===== src/rtl/seg_scan_controller_if.sv =====
// Host-side signal bundle for seg_scan_controller.
//   field_bin  : packed 7-bit binary fields, field k at [7k+6:7k], field 0 rightmost
//   load       : single-cycle capture request for field_bin
//   blink_mask : bit k blinks field k (live level)
//   err        : live level, forces 'E' on every digit
//   enable     : live level, 0 blanks the display and releases all anodes
//   busy       : conversion in progress, load ignored
//   an         : one-hot digit select
//   seg        : segments {g,f,e,d,c,b,a}
// master = host driving the display, slave = the controller.
interface seg_scan_controller_if #(
  parameter int unsigned NUM_DIGITS = 8
);
  localparam int unsigned NUM_FIELDS = NUM_DIGITS / 2;

  logic [7*NUM_FIELDS-1:0] field_bin;
  logic                    load;
  logic [NUM_FIELDS-1:0]   blink_mask;
  logic                    err;
  logic                    enable;
  logic                    busy;
  logic [NUM_DIGITS-1:0]   an;
  logic [6:0]              seg;

  modport master (
    output field_bin, load, blink_mask, err, enable,
    input  busy, an, seg
  );

  modport slave (
    input  field_bin, load, blink_mask, err, enable,
    output busy, an, seg
  );
endinterface


===== src/rtl/seg_scan_controller.sv =====
// Multiplexed 7-segment scan controller with binary-to-decimal field conversion.
// Ports:
//   clk : rising-edge clock
//   rst : synchronous, active-high reset
//   bus : seg_scan_controller_if slave modport (field_bin, load, blink_mask, err,
//         enable in; busy, an, seg out)
// A load captures all fields into a shadow register; one field per cycle is split
// into tens/ones digits into a pending buffer, and the whole buffer is copied to
// the displayed digits on the cycle busy falls so a partial frame is never shown.
module seg_scan_controller #(
  parameter int unsigned NUM_DIGITS = 8,
  parameter int unsigned SCAN_DIV   = 1000,
  parameter int unsigned BLINK_DIV  = 64,
  parameter bit          ACTIVE_LOW = 1'b1
) (
  input logic                  clk,
  input logic                  rst,
  seg_scan_controller_if.slave bus
);

  localparam int unsigned NumFields = NUM_DIGITS / 2;
  localparam int unsigned IdxW      = (NUM_DIGITS > 2) ? $clog2(NUM_DIGITS) : 1;
  localparam int unsigned FldW      = (NumFields > 1) ? $clog2(NumFields) : 1;
  localparam int unsigned DivW      = $clog2(SCAN_DIV);
  localparam int unsigned FrmW      = $clog2(BLINK_DIV + 1);

  localparam logic [DivW-1:0] DivMax  = DivW'(SCAN_DIV - 1);
  localparam logic [IdxW-1:0] IdxMax  = IdxW'(NUM_DIGITS - 1);
  localparam logic [FldW-1:0] FldLast = FldW'(NumFields - 1);
  localparam logic [FrmW-1:0] FrmMax  = FrmW'(BLINK_DIV - 1);

  // Internal digit codes: 0..9 decimal, plus dash and blank.
  localparam logic [3:0] CodeDash  = 4'd10;
  localparam logic [3:0] CodeBlank = 4'd15;

  // Active-low segment patterns {g,f,e,d,c,b,a}.
  localparam logic [6:0] SegBlank = 7'b1111111;
  localparam logic [6:0] SegErr   = 7'b0000110;

  localparam logic [NUM_DIGITS-1:0] AnIdle  = ACTIVE_LOW ? {NUM_DIGITS{1'b1}} : '0;
  localparam logic [6:0]            SegIdle = ACTIVE_LOW ? SegBlank : ~SegBlank;

  typedef enum logic [0:0] {StIdle, StConv} conv_state_e;

  conv_state_e state_q, state_d;
  logic [7*NumFields-1:0]       shadow_q, shadow_d;
  logic [FldW-1:0]              fld_q, fld_d;
  logic [NUM_DIGITS-1:0][3:0]   pend_q, pend_d;
  logic [NUM_DIGITS-1:0][3:0]   disp_q, disp_d;
  logic [DivW-1:0]              div_q, div_d;
  logic [IdxW-1:0]              idx_q, idx_d;
  logic [FrmW-1:0]              frame_q, frame_d;
  logic                         phase_q, phase_d;
  logic [NUM_DIGITS-1:0]        an_q, an_d;
  logic [6:0]                   seg_q, seg_d;

  logic [6:0] cur_val;
  logic [3:0] tens, ones;
  logic [3:0] cur_code;
  logic       cur_blink;
  logic [6:0] seg_al;
  logic [NUM_DIGITS-1:0] an_al;

  function automatic logic [6:0] decode_seg(input logic [3:0] code);
    logic [6:0] s;
    case (code)
      4'd0:    s = 7'b1000000;
      4'd1:    s = 7'b1111001;
      4'd2:    s = 7'b0100100;
      4'd3:    s = 7'b0110000;
      4'd4:    s = 7'b0011001;
      4'd5:    s = 7'b0010010;
      4'd6:    s = 7'b0000010;
      4'd7:    s = 7'b1111000;
      4'd8:    s = 7'b0000000;
      4'd9:    s = 7'b0010000;
      4'd10:   s = 7'b0111111;
      default: s = SegBlank;
    endcase
    return s;
  endfunction

  // Field currently being converted, split into tens/ones.
  always_comb begin
    cur_val = '0;
    for (int k = 0; k < NumFields; k++) begin
      if (fld_q == FldW'(k)) cur_val = shadow_q[7*k +: 7];
    end
    if (cur_val > 7'd99) begin
      tens = CodeDash;
      ones = CodeDash;
    end else begin
      tens = 4'(cur_val / 7'd10);
      ones = 4'(cur_val % 7'd10);
    end
  end

  // Conversion FSM.
  always_comb begin
    state_d  = state_q;
    shadow_d = shadow_q;
    fld_d    = fld_q;
    pend_d   = pend_q;
    disp_d   = disp_q;
    unique case (state_q)
      StIdle: begin
        if (bus.load) begin
          shadow_d = bus.field_bin;
          fld_d    = '0;
          state_d  = StConv;
        end
      end
      StConv: begin
        for (int k = 0; k < NumFields; k++) begin
          if (fld_q == FldW'(k)) begin
            pend_d[2*k]   = ones;
            pend_d[2*k+1] = tens;
          end
        end
        if (fld_q == FldLast) begin
          // Last field lands in the same cycle the whole frame is committed.
          disp_d  = pend_d;
          state_d = StIdle;
        end else begin
          fld_d = fld_q + 1'b1;
        end
      end
      default: state_d = StIdle;
    endcase
  end

  // Scan divider, digit index, frame counter and blink phase.
  always_comb begin
    div_d   = div_q + 1'b1;
    idx_d   = idx_q;
    frame_d = frame_q;
    phase_d = phase_q;
    if (div_q == DivMax) begin
      div_d = '0;
      if (idx_q == IdxMax) begin
        idx_d = '0;
        if (frame_q == FrmMax) begin
          frame_d = '0;
          phase_d = ~phase_q;
        end else begin
          frame_d = frame_q + 1'b1;
        end
      end else begin
        idx_d = idx_q + 1'b1;
      end
    end
  end

  // Output selection for the current digit, registered one cycle later.
  always_comb begin
    cur_code  = CodeBlank;
    cur_blink = 1'b0;
    for (int d = 0; d < NUM_DIGITS; d++) begin
      if (idx_q == IdxW'(d)) begin
        cur_code  = disp_q[d];
        cur_blink = bus.blink_mask[d/2];
      end
    end

    if (!bus.enable) begin
      seg_al = SegBlank;
    end else if (bus.err) begin
      seg_al = SegErr;
    end else if (phase_q && cur_blink) begin
      seg_al = SegBlank;
    end else begin
      seg_al = decode_seg(cur_code);
    end

    for (int d = 0; d < NUM_DIGITS; d++) begin
      an_al[d] = !(bus.enable && (idx_q == IdxW'(d)));
    end

    seg_d = ACTIVE_LOW ? seg_al : ~seg_al;
    an_d  = ACTIVE_LOW ? an_al : ~an_al;
  end

  always_ff @(posedge clk) begin
    if (rst) begin
      state_q  <= StIdle;
      shadow_q <= '0;
      fld_q    <= '0;
      pend_q   <= {NUM_DIGITS{CodeBlank}};
      disp_q   <= {NUM_DIGITS{CodeBlank}};
      div_q    <= '0;
      idx_q    <= '0;
      frame_q  <= '0;
      phase_q  <= 1'b0;
      an_q     <= AnIdle;
      seg_q    <= SegIdle;
    end else begin
      state_q  <= state_d;
      shadow_q <= shadow_d;
      fld_q    <= fld_d;
      pend_q   <= pend_d;
      disp_q   <= disp_d;
      div_q    <= div_d;
      idx_q    <= idx_d;
      frame_q  <= frame_d;
      phase_q  <= phase_d;
      an_q     <= an_d;
      seg_q    <= seg_d;
    end
  end

  assign bus.busy = (state_q == StConv);
  assign bus.an   = an_q;
  assign bus.seg  = seg_q;

endmodule


===== src/flat_wrapper.sv =====
// flat-port wrapper written by rule: the top's interface ports become plain ports
module seg_scan_controller_flat 
#(
  parameter int unsigned NUM_DIGITS = 8,
  parameter int unsigned SCAN_DIV   = 1000,
  parameter int unsigned BLINK_DIV  = 64,
  parameter bit          ACTIVE_LOW = 1'b1
)
  (clk, rst, bus_field_bin, bus_load, bus_blink_mask, bus_err, bus_enable, bus_busy, bus_an, bus_seg);
  seg_scan_controller_if #(.NUM_DIGITS(NUM_DIGITS)) bus_i ();
  input logic clk;
  input logic rst;
  input wire logic [$bits(bus_i.field_bin)-1:0] bus_field_bin;
  input wire logic [$bits(bus_i.load)-1:0] bus_load;
  input wire logic [$bits(bus_i.blink_mask)-1:0] bus_blink_mask;
  input wire logic [$bits(bus_i.err)-1:0] bus_err;
  input wire logic [$bits(bus_i.enable)-1:0] bus_enable;
  output wire logic [$bits(bus_i.busy)-1:0] bus_busy;
  output wire logic [$bits(bus_i.an)-1:0] bus_an;
  output wire logic [$bits(bus_i.seg)-1:0] bus_seg;
  assign bus_i.field_bin = bus_field_bin;
  assign bus_i.load = bus_load;
  assign bus_i.blink_mask = bus_blink_mask;
  assign bus_i.err = bus_err;
  assign bus_i.enable = bus_enable;
  assign bus_busy = bus_i.busy;
  assign bus_an = bus_i.an;
  assign bus_seg = bus_i.seg;
  seg_scan_controller #(.NUM_DIGITS(NUM_DIGITS), .SCAN_DIV(SCAN_DIV), .BLINK_DIV(BLINK_DIV), .ACTIVE_LOW(ACTIVE_LOW)) u_core (.clk(clk), .rst(rst), .bus(bus_i));
endmodule

===== config.mk =====
export PLATFORM = sky130hd
export DESIGN_NAME = seg_scan_controller_flat
export DESIGN_NICKNAME = d
export VERILOG_FILES = /design/src/rtl/seg_scan_controller_if.sv /design/src/rtl/seg_scan_controller.sv /design/src/flat_wrapper.sv
export SDC_FILE = /design/constraint.sdc
export NUM_CORES = 1
export LEC_CHECK = 0
export CAP_MARGIN = 20
export CORE_MARGIN = 2
export CORE_UTILIZATION = 51
export CTS_CLUSTER_SIZE = 28
export DETAILED_ROUTE_END_ITERATION = 10
export GPL_TIMING_DRIVEN = 0
export HOLD_SLACK_MARGIN = 0.15
export PLACE_DENSITY = 0.7
export SLEW_MARGIN = 0
export SYNTH_ARGS = -nofsm -noshare
export SYNTH_HDL_FRONTEND = slang
export SYNTH_SLANG_ARGS = --single-unit
export TNS_END_PERCENT = 5

===== constraint.sdc =====
create_clock -name clk -period 4.2 [get_ports clk]
set_input_delay 1.05 -clock clk [delete_from_list [all_inputs] [get_ports clk]]
set_output_delay 1.05 -clock clk [all_outputs]
set_load 0.03 [all_outputs]

==> run summary <==
Status - finished clean
Fin crit share - 94.4%
Tmin final - 3.97 ns
CTS Hold Bufs - 0
GPL Wtd Cong - 0.857
Synthesized Nets - 801
R2r worst-path depth - 17
Sink Count - 123
Die area - 13000 um2
RR Startpoint - u_core.fld_q[1]
Post-synth EDFFs - 0
Most frequent cells in the layout - dfxtp_1 (123), nand2_1 (100), nor2_1 (82)
Post-route DRC - 0
Post-synth top area cell - dfxtp_1
Initial DRC Count - 553
Setup slack after layout - 0.235 ns
TritonCTS Buffers - 17
PortBufs - 52
Fill count - 1069
Setup crit start kind - flop
Row count - 40
Largest net degree at the start of global routing - 17
Worst hold stages - 2
Grt met1 use - 33.6%
Hold Crit Class - reg2reg
Setup-failing EPs final - 0
Prevailing post-synth register cell - dfxtp_1
Crit path capture type - flop
Final Hold Fails - 0
Worst relative slew slack - 46.2%
Register area share after synthesis - 39.9%
CP startpoint - u_core.fld_q[1]
Worst hold margin - 0.448 ns
Layout net count - 874
GR Overflow Total - 0
Pre-CTS setup slack - 0.241 ns
Initial Util - 51.8%
Worst EP arrival - 4.26 ns
Largest cells by area after synthesis - dfxtp_1 (40%), nand2_1 (6.1%), a21oi_1 (5.3%)
Initial antenna violation count - 0
First-pass GRT wire length - 26300 um
Worst-Skew Late Latency - 0.43 ns
Worst EP required - 4.50 ns
LEAKAGE - 0.00276 uW
Final max-slew violation count - 0
DR vias - 5692
CP Max Fanout - 10
Area share of the leading cell type in the synthesized netlist - 39.9%
WS Path Type - reg2reg
Post-synth cell types - 66
Tightest Pin Transition - 0.807 ns
Final ANT Viol Nets - 0
Vias in the first global route - 5369
GR peak layer - met2
Met3 Use GR - 4.78%
Area Overhead vs Synth - 21.3%
Dpl hpwl - 11600 um
Layout cell share with drive strength beyond 1 - 8.29%
Average vias per placed instance - 5.81
Drt pass-1 iters - 5
Cell Area, Synth - 6170 um2
Max clock buf depth - 2
Register area - 2460 um2
CP Capture Point - u_core.disp_q[2]
Worst-path clk slew - 0.06 ns
Synthesized flop and latch total - 123
CTS tree - yes
R2r endpoint - u_core.disp_q[2]
Most common cell after layout, fill and taps aside - dfxtp_1
CTS Root Buffer Type - clkbuf_16
Core area - 11900 um2
Yosys warns - 0
PD cells - 408 nW/um2
# diodes - 0
H-tree depth - 4
R2R setup slack - 0.23 ns
Multi-input gate area - 3400 um2
Max Clk Rate - 252 MHz
Syn Inst Count - 746
Grt met2 use - 42.4%
Worst clock skew - 0.00605 ns
Gr usage total - 25.7%
Synth Area per Inst - 8.28 um2
Max IR drop VDD - 270 uV
Detailed Route WL - 16100 um
Die Y - 114 um
Unrepaired setup endpoints after global routing - yes
Max Cap Viol - 0
I/O pin count - 53
Die X - 114 um
Asr flop ratio synth - 0%
Routed wire per std cell - 16.5 um
## through the flow
step / total power [uW] / instance area, um2 / TNS, ns / util [%] / std cells
after detailed placement: 1630 / 6880 / 0 / 57.7 / 945
after global routing: 3150 / 7490 / -0.243 / 62.9 / 979
final: 3060 / 7490 / 0 / 62.9 / 979
after CTS: 3040 / 7460 / 0 / 62.6 / 977
after global placement: 1620 / 6880 / 0 / 57.7 / 945
after floorplan: 1500 / 6170 / 0 / - / 746
## worst max-delay path: stages (launching register included)
cell	delay [ns]
dfxtp_1	0.37
inv_1	0.09
ha_1	0.20
buf_4	0.17
nand3b_1	0.25
a311o_2	0.51
buf_2	0.21
nand4_1	0.11
a21oi_1	0.06
a221o_1	0.35
inv_1	0.12
ha_2	0.24
o2111ai_1	0.11
o211ai_1	0.16
nand4_1	0.20
nand2b_1	0.25
a31oi_4	0.29
a211oi_1	0.13
## area by class of cell
class | count | area share (%)
clock inverters | 11 | 1.60
plain buffers | 60 | 3.44
multi-input cells | 544 | 45.4
flip-flops and latches | 123 | 32.9
clock buffers | 21 | 6.15
well taps | 147 | 2.46
inverters | 19 | 0.952
repair buffers | 54 | 7.15
## sequential cells by signal (all words and copies together) (netlist names)
name and count:
u_core.bus.an 8, u_core.bus.busy 1, u_core.phase_q 1, u_core.shadow_q 28, u_core.disp_q 32, u_core.pend_q 24
u_core.fld_q 2, u_core.div_q 10, u_core.idx_q 3, u_core.frame_q 7, u_core.bus.seg 7
## logic make-up after synthesis
family	share of synthesized area, %
xor gates and xnor gates	1.84
muxes	0.831
and+or+nand+nor	23.3
buffers and inverters	5.33
adders and majority gates	3.65
DFF	39.9
AOI/OAI and AO/OA	25.2
## synthesized netlist by cell type (all sizes together), types with 17 or more instances
library cell	count
clkbuf	46
inv	19
a211o	33
o21ai	33
nor3	21
nand3	17
a21oi	65
a211oi	19
dfxtp	123
nand2	100
nor2	84
ha	18
## worst min path at each step
stage,start,end,slack [ns]
5_1_grt,u_core.disp_q[31],u_core.disp_q[31],0.46
3_3_place_gp,u_core.disp_q[31],u_core.disp_q[31],0.44
2_1_floorplan,u_core.disp_q[31],u_core.disp_q[31],0.42
3_5_place_dp,u_core.disp_q[31],u_core.disp_q[31],0.44
4_1_cts,u_core.disp_q[31],u_core.disp_q[31],0.45
6_report,u_core.disp_q[31],u_core.disp_q[31],0.45
## per-layer routing
layer / routed length (um) / vias to the layer above / share of wire, %
li1: - / 2806 / -
met1: 7390 / 2683 / 46
met2: 7510 / 174 / 47
met3: 929 / 29 / 5.8
met4: 276 / 0 / 1.7
met5: 0 / - / 0
## what timing repair did
item                       CTS  global route
setup buffers                0             2
setup endpoints to repair    0            19
resized for setup            0             3
## power by group
| part | internal, uW | switching (uW) |
|---|---|---|
| sequential | 1200 | 21.9 |
| clock | 900 | 540 |
| combinational | 156 | 236 |
Note: power is estimated with default switching activity, not from simulation.
